[src/rtl/simd_alu_issue_ctrl.sv]
// -----------------------------------------------------------------------------
// simd_alu_issue_ctrl
//
// Command front end for the SIMD ALU. Accepted commands are registered onto the
// ALU inputs for exactly one cycle. Each command's tag travels alongside it
// through a tracking pipe that matches the ALU's fixed latency. When the tag
// leaves the pipe, the ALU result, the per-byte flags and the tag are written
// into an in-order response FIFO. A command is only accepted while the FIFO has
// room for every command still in flight, so an ALU result is never dropped.
//
// Ports
//   clk, rst                 clock, synchronous active-high reset
//   cmd_valid / cmd_ready    command handshake
//   cmd_opcode, cmd_a/b      opcode and operand vectors
//   cmd_tag                  tag returned with the result
//   alu_opcode, alu_a/b      registered drive into the ALU
//   alu_out, alu_ovf/udf     ALU result and per-byte flags
//   rsp_valid / rsp_ready    response handshake
//   rsp_data, rsp_ovf/udf    head-of-FIFO result and flags
//   rsp_tag                  head-of-FIFO tag
//   busy                     command in flight or response pending
// -----------------------------------------------------------------------------
module simd_alu_issue_ctrl #(
  parameter int SIMD_DATA_WIDTH = 256,
  parameter int SIMD_OPC_WIDTH  = 6,
  parameter logic [SIMD_OPC_WIDTH-1:0] OPC_NOP = '0,
  parameter int ALU_LAT         = 1,
  parameter int FIFO_DEPTH      = 4,
  parameter int TAG_W           = 4
) (
  input  logic                         clk,
  input  logic                         rst,
  input  logic                         cmd_valid,
  output logic                         cmd_ready,
  input  logic [SIMD_OPC_WIDTH-1:0]    cmd_opcode,
  input  logic [SIMD_DATA_WIDTH-1:0]   cmd_a,
  input  logic [SIMD_DATA_WIDTH-1:0]   cmd_b,
  input  logic [TAG_W-1:0]             cmd_tag,
  output logic [SIMD_OPC_WIDTH-1:0]    alu_opcode,
  output logic [SIMD_DATA_WIDTH-1:0]   alu_a,
  output logic [SIMD_DATA_WIDTH-1:0]   alu_b,
  input  logic [SIMD_DATA_WIDTH-1:0]   alu_out,
  input  logic [SIMD_DATA_WIDTH/8-1:0] alu_ovf,
  input  logic [SIMD_DATA_WIDTH/8-1:0] alu_udf,
  output logic                         rsp_valid,
  input  logic                         rsp_ready,
  output logic [SIMD_DATA_WIDTH-1:0]   rsp_data,
  output logic [SIMD_DATA_WIDTH/8-1:0] rsp_ovf,
  output logic [SIMD_DATA_WIDTH/8-1:0] rsp_udf,
  output logic [TAG_W-1:0]             rsp_tag,
  output logic                         busy
);

  localparam int FLAG_W  = SIMD_DATA_WIDTH / 8;
  localparam int STAGES  = ALU_LAT + 1;
  localparam int PTR_W   = $clog2(FIFO_DEPTH);
  localparam int CNT_W   = $clog2(FIFO_DEPTH + 1);
  localparam int INF_W   = $clog2(STAGES + 1);
  localparam int SUM_W   = $clog2(FIFO_DEPTH + STAGES + 1) + 1;
  localparam int ENTRY_W = SIMD_DATA_WIDTH + 2 * FLAG_W + TAG_W;

  // ---------------------------------------------------------------------------
  // Credit: FIFO occupancy plus in-flight commands must stay below the depth.
  // Both terms are registered, so a pop only frees credit one cycle later.
  // ---------------------------------------------------------------------------
  logic [STAGES-1:0] stage_valid_reg;
  logic [TAG_W-1:0]  stage_tag_reg [STAGES];
  logic [CNT_W-1:0]  fifo_count_reg;
  logic [INF_W-1:0]  inflight;
  logic [SUM_W-1:0]  occupancy;
  logic              accept;
  logic              push;
  logic              pop;
  logic              fifo_full;

  always_comb begin
    inflight = '0;
    for (int i = 0; i < STAGES; i++) begin
      inflight = inflight + INF_W'(stage_valid_reg[i]);
    end
  end

  assign occupancy = SUM_W'(fifo_count_reg) + SUM_W'(inflight);
  assign cmd_ready = !rst && (occupancy < SUM_W'(FIFO_DEPTH));
  assign accept    = cmd_valid && cmd_ready;
  assign push      = stage_valid_reg[STAGES-1];
  assign rsp_valid = (fifo_count_reg != '0);
  assign pop       = rsp_valid && rsp_ready;
  assign fifo_full = (fifo_count_reg == CNT_W'(FIFO_DEPTH));
  assign busy      = (inflight != '0) || (fifo_count_reg != '0);

  // ---------------------------------------------------------------------------
  // Issue register: an accepted command is shown to the ALU for one cycle,
  // every other cycle drives a NOP with zero operands.
  // ---------------------------------------------------------------------------
  always_ff @(posedge clk) begin
    if (rst || !accept) begin
      alu_opcode <= OPC_NOP;
      alu_a      <= '0;
      alu_b      <= '0;
    end else begin
      alu_opcode <= cmd_opcode;
      alu_a      <= cmd_a;
      alu_b      <= cmd_b;
    end
  end

  // ---------------------------------------------------------------------------
  // Tracking pipe: stage 0 holds the command currently on the ALU inputs; the
  // last stage lines up with the edge where its ALU result is valid.
  // ---------------------------------------------------------------------------
  always_ff @(posedge clk) begin
    if (rst) begin
      stage_valid_reg <= '0;
      for (int i = 0; i < STAGES; i++) begin
        stage_tag_reg[i] <= '0;
      end
    end else begin
      stage_valid_reg[0] <= accept;
      stage_tag_reg[0]   <= cmd_tag;
      for (int i = 1; i < STAGES; i++) begin
        stage_valid_reg[i] <= stage_valid_reg[i-1];
        stage_tag_reg[i]   <= stage_tag_reg[i-1];
      end
    end
  end

  // ---------------------------------------------------------------------------
  // Response FIFO. Storage is a plain array (no reset) written at wr_ptr.
  // head_reg is a registered copy of the oldest entry and drives rsp_*.
  // ---------------------------------------------------------------------------
  logic [ENTRY_W-1:0] fifo_mem [FIFO_DEPTH];
  logic [ENTRY_W-1:0] head_reg;
  logic [ENTRY_W-1:0] push_entry;
  logic [PTR_W-1:0]   wr_ptr_reg;
  logic [PTR_W-1:0]   rd_ptr_reg;
  logic [PTR_W-1:0]   rd_ptr_inc;

  assign push_entry = {alu_out, alu_ovf, alu_udf, stage_tag_reg[STAGES-1]};
  assign rd_ptr_inc = rd_ptr_reg + PTR_W'(1);

  always_ff @(posedge clk) begin
    if (push) begin
      fifo_mem[wr_ptr_reg] <= push_entry;
    end
  end

  // The next head normally comes from the array at rd_ptr+1. When the FIFO
  // holds a single entry, the next head is the one being pushed on this very
  // edge and is not in the array yet, so it is taken straight from the push.
  always_ff @(posedge clk) begin
    if (rst) begin
      head_reg <= '0;
    end else if (pop) begin
      if (fifo_count_reg == CNT_W'(1)) begin
        if (push) begin
          head_reg <= push_entry;
        end
      end else begin
        head_reg <= fifo_mem[rd_ptr_inc];
      end
    end else if (push && (fifo_count_reg == '0)) begin
      head_reg <= push_entry;
    end
  end

  always_ff @(posedge clk) begin
    if (rst) begin
      wr_ptr_reg     <= '0;
      rd_ptr_reg     <= '0;
      fifo_count_reg <= '0;
    end else begin
      if (push) begin
        wr_ptr_reg <= wr_ptr_reg + PTR_W'(1);
      end
      if (pop) begin
        rd_ptr_reg <= rd_ptr_inc;
      end
      if (push && !pop) begin
        fifo_count_reg <= fifo_count_reg + CNT_W'(1);
      end else if (!push && pop) begin
        fifo_count_reg <= fifo_count_reg - CNT_W'(1);
      end
    end
  end

  assign rsp_data = head_reg[ENTRY_W-1 -: SIMD_DATA_WIDTH];
  assign rsp_ovf  = head_reg[TAG_W + 2*FLAG_W - 1 -: FLAG_W];
  assign rsp_udf  = head_reg[TAG_W + FLAG_W - 1 -: FLAG_W];
  assign rsp_tag  = head_reg[TAG_W-1:0];

  // The credit scheme makes a push into a full FIFO (without a matching pop)
  // unreachable; this catches any regression of that guarantee.
  push_while_full_check: assert property (@(posedge clk) disable iff (rst)
    !(push && fifo_full && !pop));

endmodule

[config.mk]
export PLATFORM = sky130hd
export DESIGN_NAME = simd_alu_issue_ctrl
export DESIGN_NICKNAME = d
export VERILOG_FILES = /design/src/rtl/simd_alu_issue_ctrl.sv
export SDC_FILE = /design/constraint.sdc
export NUM_CORES = 2
export LEC_CHECK = 0
export ABC_AREA = 1
export CAP_MARGIN = 10
export CORE_AREA = 5 5 646 648
export CTS_CLUSTER_DIAMETER = 50
export CTS_CLUSTER_SIZE = 25
export DETAILED_ROUTE_END_ITERATION = 8
export DIE_AREA = 0 0 651 653
export PLACE_DENSITY_LB_ADDON = 0.15
export SETUP_SLACK_MARGIN = 0.1
export SYNTH_ARGS = -nofsm -noshare
export SYNTH_HDL_FRONTEND = slang
export SYNTH_SLANG_ARGS = --single-unit
[constraint.sdc]
create_clock -name clk -period 10.4 [get_ports clk]
set_clock_uncertainty 0.2 [all_clocks]
set_input_delay 2.08 -clock clk [delete_from_list [all_inputs] [get_ports clk]]
set_output_delay 2.08 -clock clk [all_outputs]
set_load 0.02 [all_outputs]
==> results by group <==
Power
  • P_leak: 47.1 nW
  • VDD IR max: 0.228 mV
  • Sw Pwr: roughly 0.012 W
  • Part of the power in registers: between 30% and 40%
  • Logic pwr share: 28.6%
  • Clk pwr share: 38.3%
  • Pint: just over 0.02 W
  • Sw frac: 36.3%
  • Pwr dens: ~270 nW/um2
  • Tot Pwr: around 0.032 W

Setup path
  • Slowest cell on crit path: clkdlybuf4s50_1
  • Crit path largest cell delay: between 600 and 700 ps
  • Critical path start-end classification: primary input to primary output
  • Max FO, Critical Path: 32
  • Critical Path RT: 8120 ps
  • CP endpoint kind: primary output
  • Register-to-register setup slack: 5440 ps
  • R2r endpoint: head_reg[73]
  • R2r worst-path depth: 10
  • Worst path cell trace: buf_8, nor2_1, nand3_1, inv_1, clkdlybuf4s50_1
  • FF-to-FF Start: rd_ptr_reg[0]
  • Setup crit start kind: primary input
  • Worst path arrival time: between 3000 and 4000 ps

Clocking
  • CTS tree: yes
  • CTS Buffer Depth: 4
  • Cts hold-fix bufs: 0
  • CTS buffer count: approximately 350
  • Worst-Skew Late Latency: ~950 ps
  • # clock sinks: ~2200
  • Postcts setup bufs: 0
  • Cells resized by post-CTS repair: 0
  • CTS H-tree depth: 5
  • Root buf cell: clkbuf_16
  • Clock Pin Slew Worst Setup and Hold Paths: around 50 ps

Global route
  • Vias in the first global route: 62100
  • Antenna violations before repair: between 400 and 500
  • Overall fraction of global-route tracks in use: 19.4%
  • First-pass GRT wire length: 573 mm
  • Largest net degree at the start of global routing: between 150 and 200
  • Overall overflow remaining after global route: 0

Final layout
  • Non-Filler Instances: between 15000 and 20000
  • Layout cells sized above 1: under 10%
  • Fin util: 28.2%
  • Area growth, synth to finish: 42.8%
  • Sequential cell area: 56100 um2
  • Layout net count: around 11000
  • FILL cells: approximately 43000
  • Max reg flops: between 1000 and 1500
  • Multi-input combinational cell area: between 15000 and 20000 um2

STA
  • Setup TNS: 0 ps
  • Hold Vio Cnt, Final: 0
  • Min cycle time layout: between 5000 and 6000 ps
  • Hold_ws: between 200 and 250 ps
  • Crit share post-route: 56.5%
  • Relative slew slack: -16.2%
  • Worst-Margin Slew: 1740 ps
  • Final Max Slew Viols: 117
  • Final setup vio count: 0
  • RSZ-0062 raised after global routing: false
  • F_max: roughly 0.17 GHz

Min path
  • Hold crit path type: register to register
  • Hold path start: stage_tag_reg[0][2]
  • Hold Crit Depth: 2
  • Hold Path End: stage_tag_reg[0][6]

Die
  • Die ar.: roughly 430000 um2
  • Initial Util: around a fifth
  • Die Y: 653 um
  • Number of placement rows: 236
  • Die width: between 600 and 700 um
  • I/O Pins: between 1500 and 2000
  • Placeable core area: slightly above 400000 um2

Drt
  • DRT Pass-1 Iters: 5
  • Wire per inst: between 20 and 30 um
  • DRT iter0 DRCs: 4268
  • Routed WL: approximately 430 mm
  • Post-route ant nets: 0
  • Via density: slightly above 4
  • DRC viols: 0
  • Routed via count: about 64000

Run status
  • Status: complete, but fails checks
  • Failing checks: slew limit

Job
  • Max Cap Viol: 0

Yosys
  • #FFs+latches synth: between 2000 and 2500
  • Mapped Cells: slightly above 8000
  • Cell Area, Synth: a little over 80000 um2
  • Post-Syn Nets: approximately 9100
  • Ys Warns: 0
  • Seq/Total Area, Yosys: between 60% and 70%
  • Syn_area_per_cell: 9.81 um2
  • Post-synth cell types: 24

Place
  • DP HPWL: 307 mm
  • I/O Buffers: 1690
  • Routability Congestion: around 0.92
  • Post-Place Cells: approximately 15000
routing by layer:
metal	vias up	track usage, %	share of wire [%]
li1	29700	-	-
met1	30900	22.1	39
met2	2500	34.2	50
met3	1151	5.10	6.3
met4	76	8.65	5.2
met5	-	0	0.11
power groups by stage:
stage	Clock (W)	Combinational (W)	Sequential, W
2_1_floorplan	0	0.00413	0.0112
3_3_place_gp	0	0.00929	0.0107
3_5_place_dp	0	0.00931	0.0107
4_1_cts	0.0125	0.00934	0.0105
5_1_grt	0.0129	0.00985	0.0106
6_report	0.0122	0.00907	0.0105
synthesized netlist by cell type, drive strengths merged:
cell	instances	area, um2
inv	871	3270
nand3	653	3270
o21ai	2	10.0
edfxtp	1296	38900
nor2	533	2010
a211oi	1	7.51
clkbuf	95	357
nand2	3257	12200
o21bai	1	7.51
buf	355	1960
xnor2	1	8.76
ha	13	163
a21oi	331	1660
dfxtp	859	17200
o21a	1	7.51
cells by family after synthesis:
| family | after synthesis | synth area share, % |
|---|---|---|
| xor gates and xnor gates | 1 | 0.0108 |
| and+or+nand+nor | 4443 | 21.6 |
| DFF | 2155 | 69.2 |
| buffers and inverters | 1321 | 6.90 |
| AOI/OAI and AO/OA | 336 | 2.09 |
| adders and majority gates | 13 | 0.201 |
placed cells by master, fill, tap and decap left out, drive strengths merged:
cell           Yosys  layout
nand2           3257    3257
clkdlybuf4s50      0    1689
edfxtp          1296    1296
inv              871     941
dfxtp            859     859
nand3            653     653
nor2             533     533
clkbuf            95     395
a21oi            331     331
clkinv             0     100
diode              0      78
buf              355      74
clkinvlp           0      47
bufinv             0      41
ha                13      13
o21ai              2       2
xnor2              1       1
o21bai             1       1
o21a               1       1
a211oi             1       1
area by class of cell:
| type | count | area share, % |
|---|---|---|
| flip-flops and latches | 2155 | 48.4 |
| multi-input cells | 4793 | 16.8 |
| repair buffers | 1763 | 15.2 |
| clock buffers | 395 | 7.90 |
| well taps | 5474 | 5.91 |
| inverters | 871 | 2.87 |
| clock inverters | 258 | 2.71 |
| diodes | 78 | 0.169 |
worst max path at each step:
stage | from | cells past startpoint | endpoint
after floorplan | wr_ptr_reg[0] | 4 | fifo_mem[2][0]
after global placement | rsp_ready | 12 | head_reg[309]
after detailed placement | rsp_ready | 12 | head_reg[308]
after CTS | rst | 5 | cmd_ready
after global routing | rst | 5 | cmd_ready
final | rst | 5 | cmd_ready
critical path, delay by kind of cell:
family	cells	cell delay (ps)
buffers and inverters	3	1100
AND/OR/NAND/NOR	2	390
metrics by stage:
stage	cell area, um2	setup WS [ps]
after CTS	116000	4480
after detailed placement	103000	4040
after floorplan	81100	2660
final	116000	4530
after global routing	116000	4490
after global placement	103000	4030
(Power assumes the default switching activity.)
==> RTL edit (same flow settings) <==
Register the output `rsp_ovf`, without a reset; this adds one clock of latency there. The other outputs are not delayed to match.
--- a/src/rtl/simd_alu_issue_ctrl.sv
+++ b/src/rtl/simd_alu_issue_ctrl.sv
@@ -187,3 +187,5 @@
   assign rsp_data = head_reg[ENTRY_W-1 -: SIMD_DATA_WIDTH];
-  assign rsp_ovf  = head_reg[TAG_W + 2*FLAG_W - 1 -: FLAG_W];
+  always_ff @(posedge clk) begin
+    rsp_ovf <= head_reg[TAG_W + 2*FLAG_W - 1 -: FLAG_W];
+  end
   assign rsp_udf  = head_reg[TAG_W + FLAG_W - 1 -: FLAG_W];
Check against the original RTL: not settled (the Yosys comparison gave no result); the edit may change what the design does.
==> RTL edit against the unedited design <==
- sequential cell count grew 32
- design area grew 0.94%
- die area is the same
- total power grew 2.0%
- wire length grew 3.1%
- setup slack gained 0.20 ns
- synthesized cell count grew 3.9%
- area after synthesis grew 3.5%
==> RTL edit: results (changes against the unedited design) <==
INFO  metric status = finished, final reports clean
INFO  metric max_stage_delay = 0.67 ns (+0.02 ns)
INFO  metric arrival = 3.40 ns (-0.19 ns)
INFO  metric total_switching_power = 11.7 mW (+1.7%)
INFO  metric postCtsHoldBufs = 0 (unchanged)
INFO  metric global_route.usage.total = 0.200 (+0.00590)
INFO  metric multi_input_combinational_area_share = 0.166 (-0.00161)
INFO  metric synth_sequential_area_ratio = 0.676 (-0.0161)
INFO  metric nets = 10.8k (+0.37%)
INFO  metric flops_and_latches = 2187 (+1.5%)
INFO  metric post_synth_inst_count = 8593 (+3.9%)
INFO  metric numPlacedInstances = 15.1k (+0.23%)
INFO  metric gp_routability_congestion = 0.934 (+1.2%)
INFO  metric worst-path-max-fanout = 7 (-78%)
INFO  metric comb_power_share = 0.285 (about the same)
INFO  metric detail_route.wirelength = 444000 µm (+3.1%)
INFO  metric synth.area.top_cells = edfxtp_1 (46%), dfxtp_1 (21%), nand2_1 (15%), nand3_1 (3.9%), inv_1 (3.9%)
INFO  metric routed-via-count = 65.1k (+1.2%)
INFO  metric area_of_the_multi_input_gates = 19400 µm² (about the same)
INFO  metric clk_latency = 0.92 ns (-0.03 ns)
INFO  metric drt_iter0_drc = 4191 (-1.8%)
INFO  metric global_route_wire_length_before_repair = 587000 µm (+2.5%)
INFO  metric clock_area_frac = 0.108 (+0.00200)
INFO  metric wire_per_inst = 28.1 µm (+2.7%)
INFO  metric post_place_cell_area = 104000 µm² (+0.68%)
INFO  metric post_route_cells_drive_above_1_share = 0.0690 (-0.0000877)
INFO  metric numPortBuffers = 1690 (unchanged)
INFO  metric count_of_flip_flops_with_a_built_in_enable_after_synthesis = 1296 (unchanged)
INFO  metric detailed_place_hpwl = 318000 µm (+3.6%)
INFO  metric maxSlewHeadroom = 0.0862 (+0.249)
INFO  metric vdd_drop_max = 201 µV (-12%)
INFO  metric initial_antenna_violation_count = 404 (-0.25%)
INFO  metric maximum_number_of_pins_on_one_net_before_global_route_repair = 150 (-20%)
INFO  metric tritoncts.num_buffers = 354 (+1.7%)
INFO  metric num-clock-buffers = 414 (+4.8%)
INFO  metric areaGrowthSynthToFinish = 39.2%
INFO  metric bufAreaShareNonClock = 0.151 (-0.000861)
INFO  metric comb_power = 9.25 mW (+2%)
INFO  metric dp_worst_setup_slack = 3.87 ns (-0.175 ns)
INFO  metric yosysWarnings = 0 (unchanged)
INFO  metric final.signal_buffer_count = 1765 (+0.11%)
INFO  metric first_global_vias = 62.9k (+1.3%)
INFO  metric seq_area_frac = 0.485 (+0.000962)
INFO  metric netlist_top_cells_count = nand2_1 (3253), edfxtp_1 (1296), dfxtp_1 (891)
INFO  metric leakage_power_figure = 47.6 nW (+1.0%)
INFO  metric syn_nets = 9452 (+3.5%)
INFO  metric fill_cell_instance_count_of_the_final_layout = 43.0k (-0.060%)
INFO  metric inserted_diodes = 94 (+21%)
INFO  metric final.signal_inverter_count = 871 (unchanged)
INFO  metric synthFlopType = edfxtp_1
[RTL edit: metal layers]
layer,part of all wire,routed length (µm),GRT usage,vias to the layer above
li1,-,-,-,29873
met1,0.39,174000,0.231,31579
met2,0.51,226000,0.363,2456
met3,0.057,25300,0.0448,1140
met4,0.042,18700,0.0694,58
met5,0.00084,374,0,-
[RTL edit: worst paths after layout]
kind	from	endpoint	slack [ns]	cells after the start
worst max register to register	rd_ptr_reg[0]	head_reg[138]	5.73	11
worst max-delay path	rst	cmd_ready	4.72	5
worst min-delay path	head_reg[45]	rsp_ovf[9]	0.15	0
worst min register to register	head_reg[45]	rsp_ovf[9]	0.15	0
[RTL edit: kinds of logic (layout without fill, tap and decap cells)]
family	Yosys count	in the layout	share of synthesized area
AO/OA/AOI/OAI	336	336	0.0202
AND/OR/NAND/NOR	4443	4443	0.209
adder cells (fa/ha/maj)	13	13	0.00194
buffers and inverters	1613	3297	0.0934
other	0	94	0
XOR/XNOR	1	1	0.000104
flip-flops	2187	2187	0.676
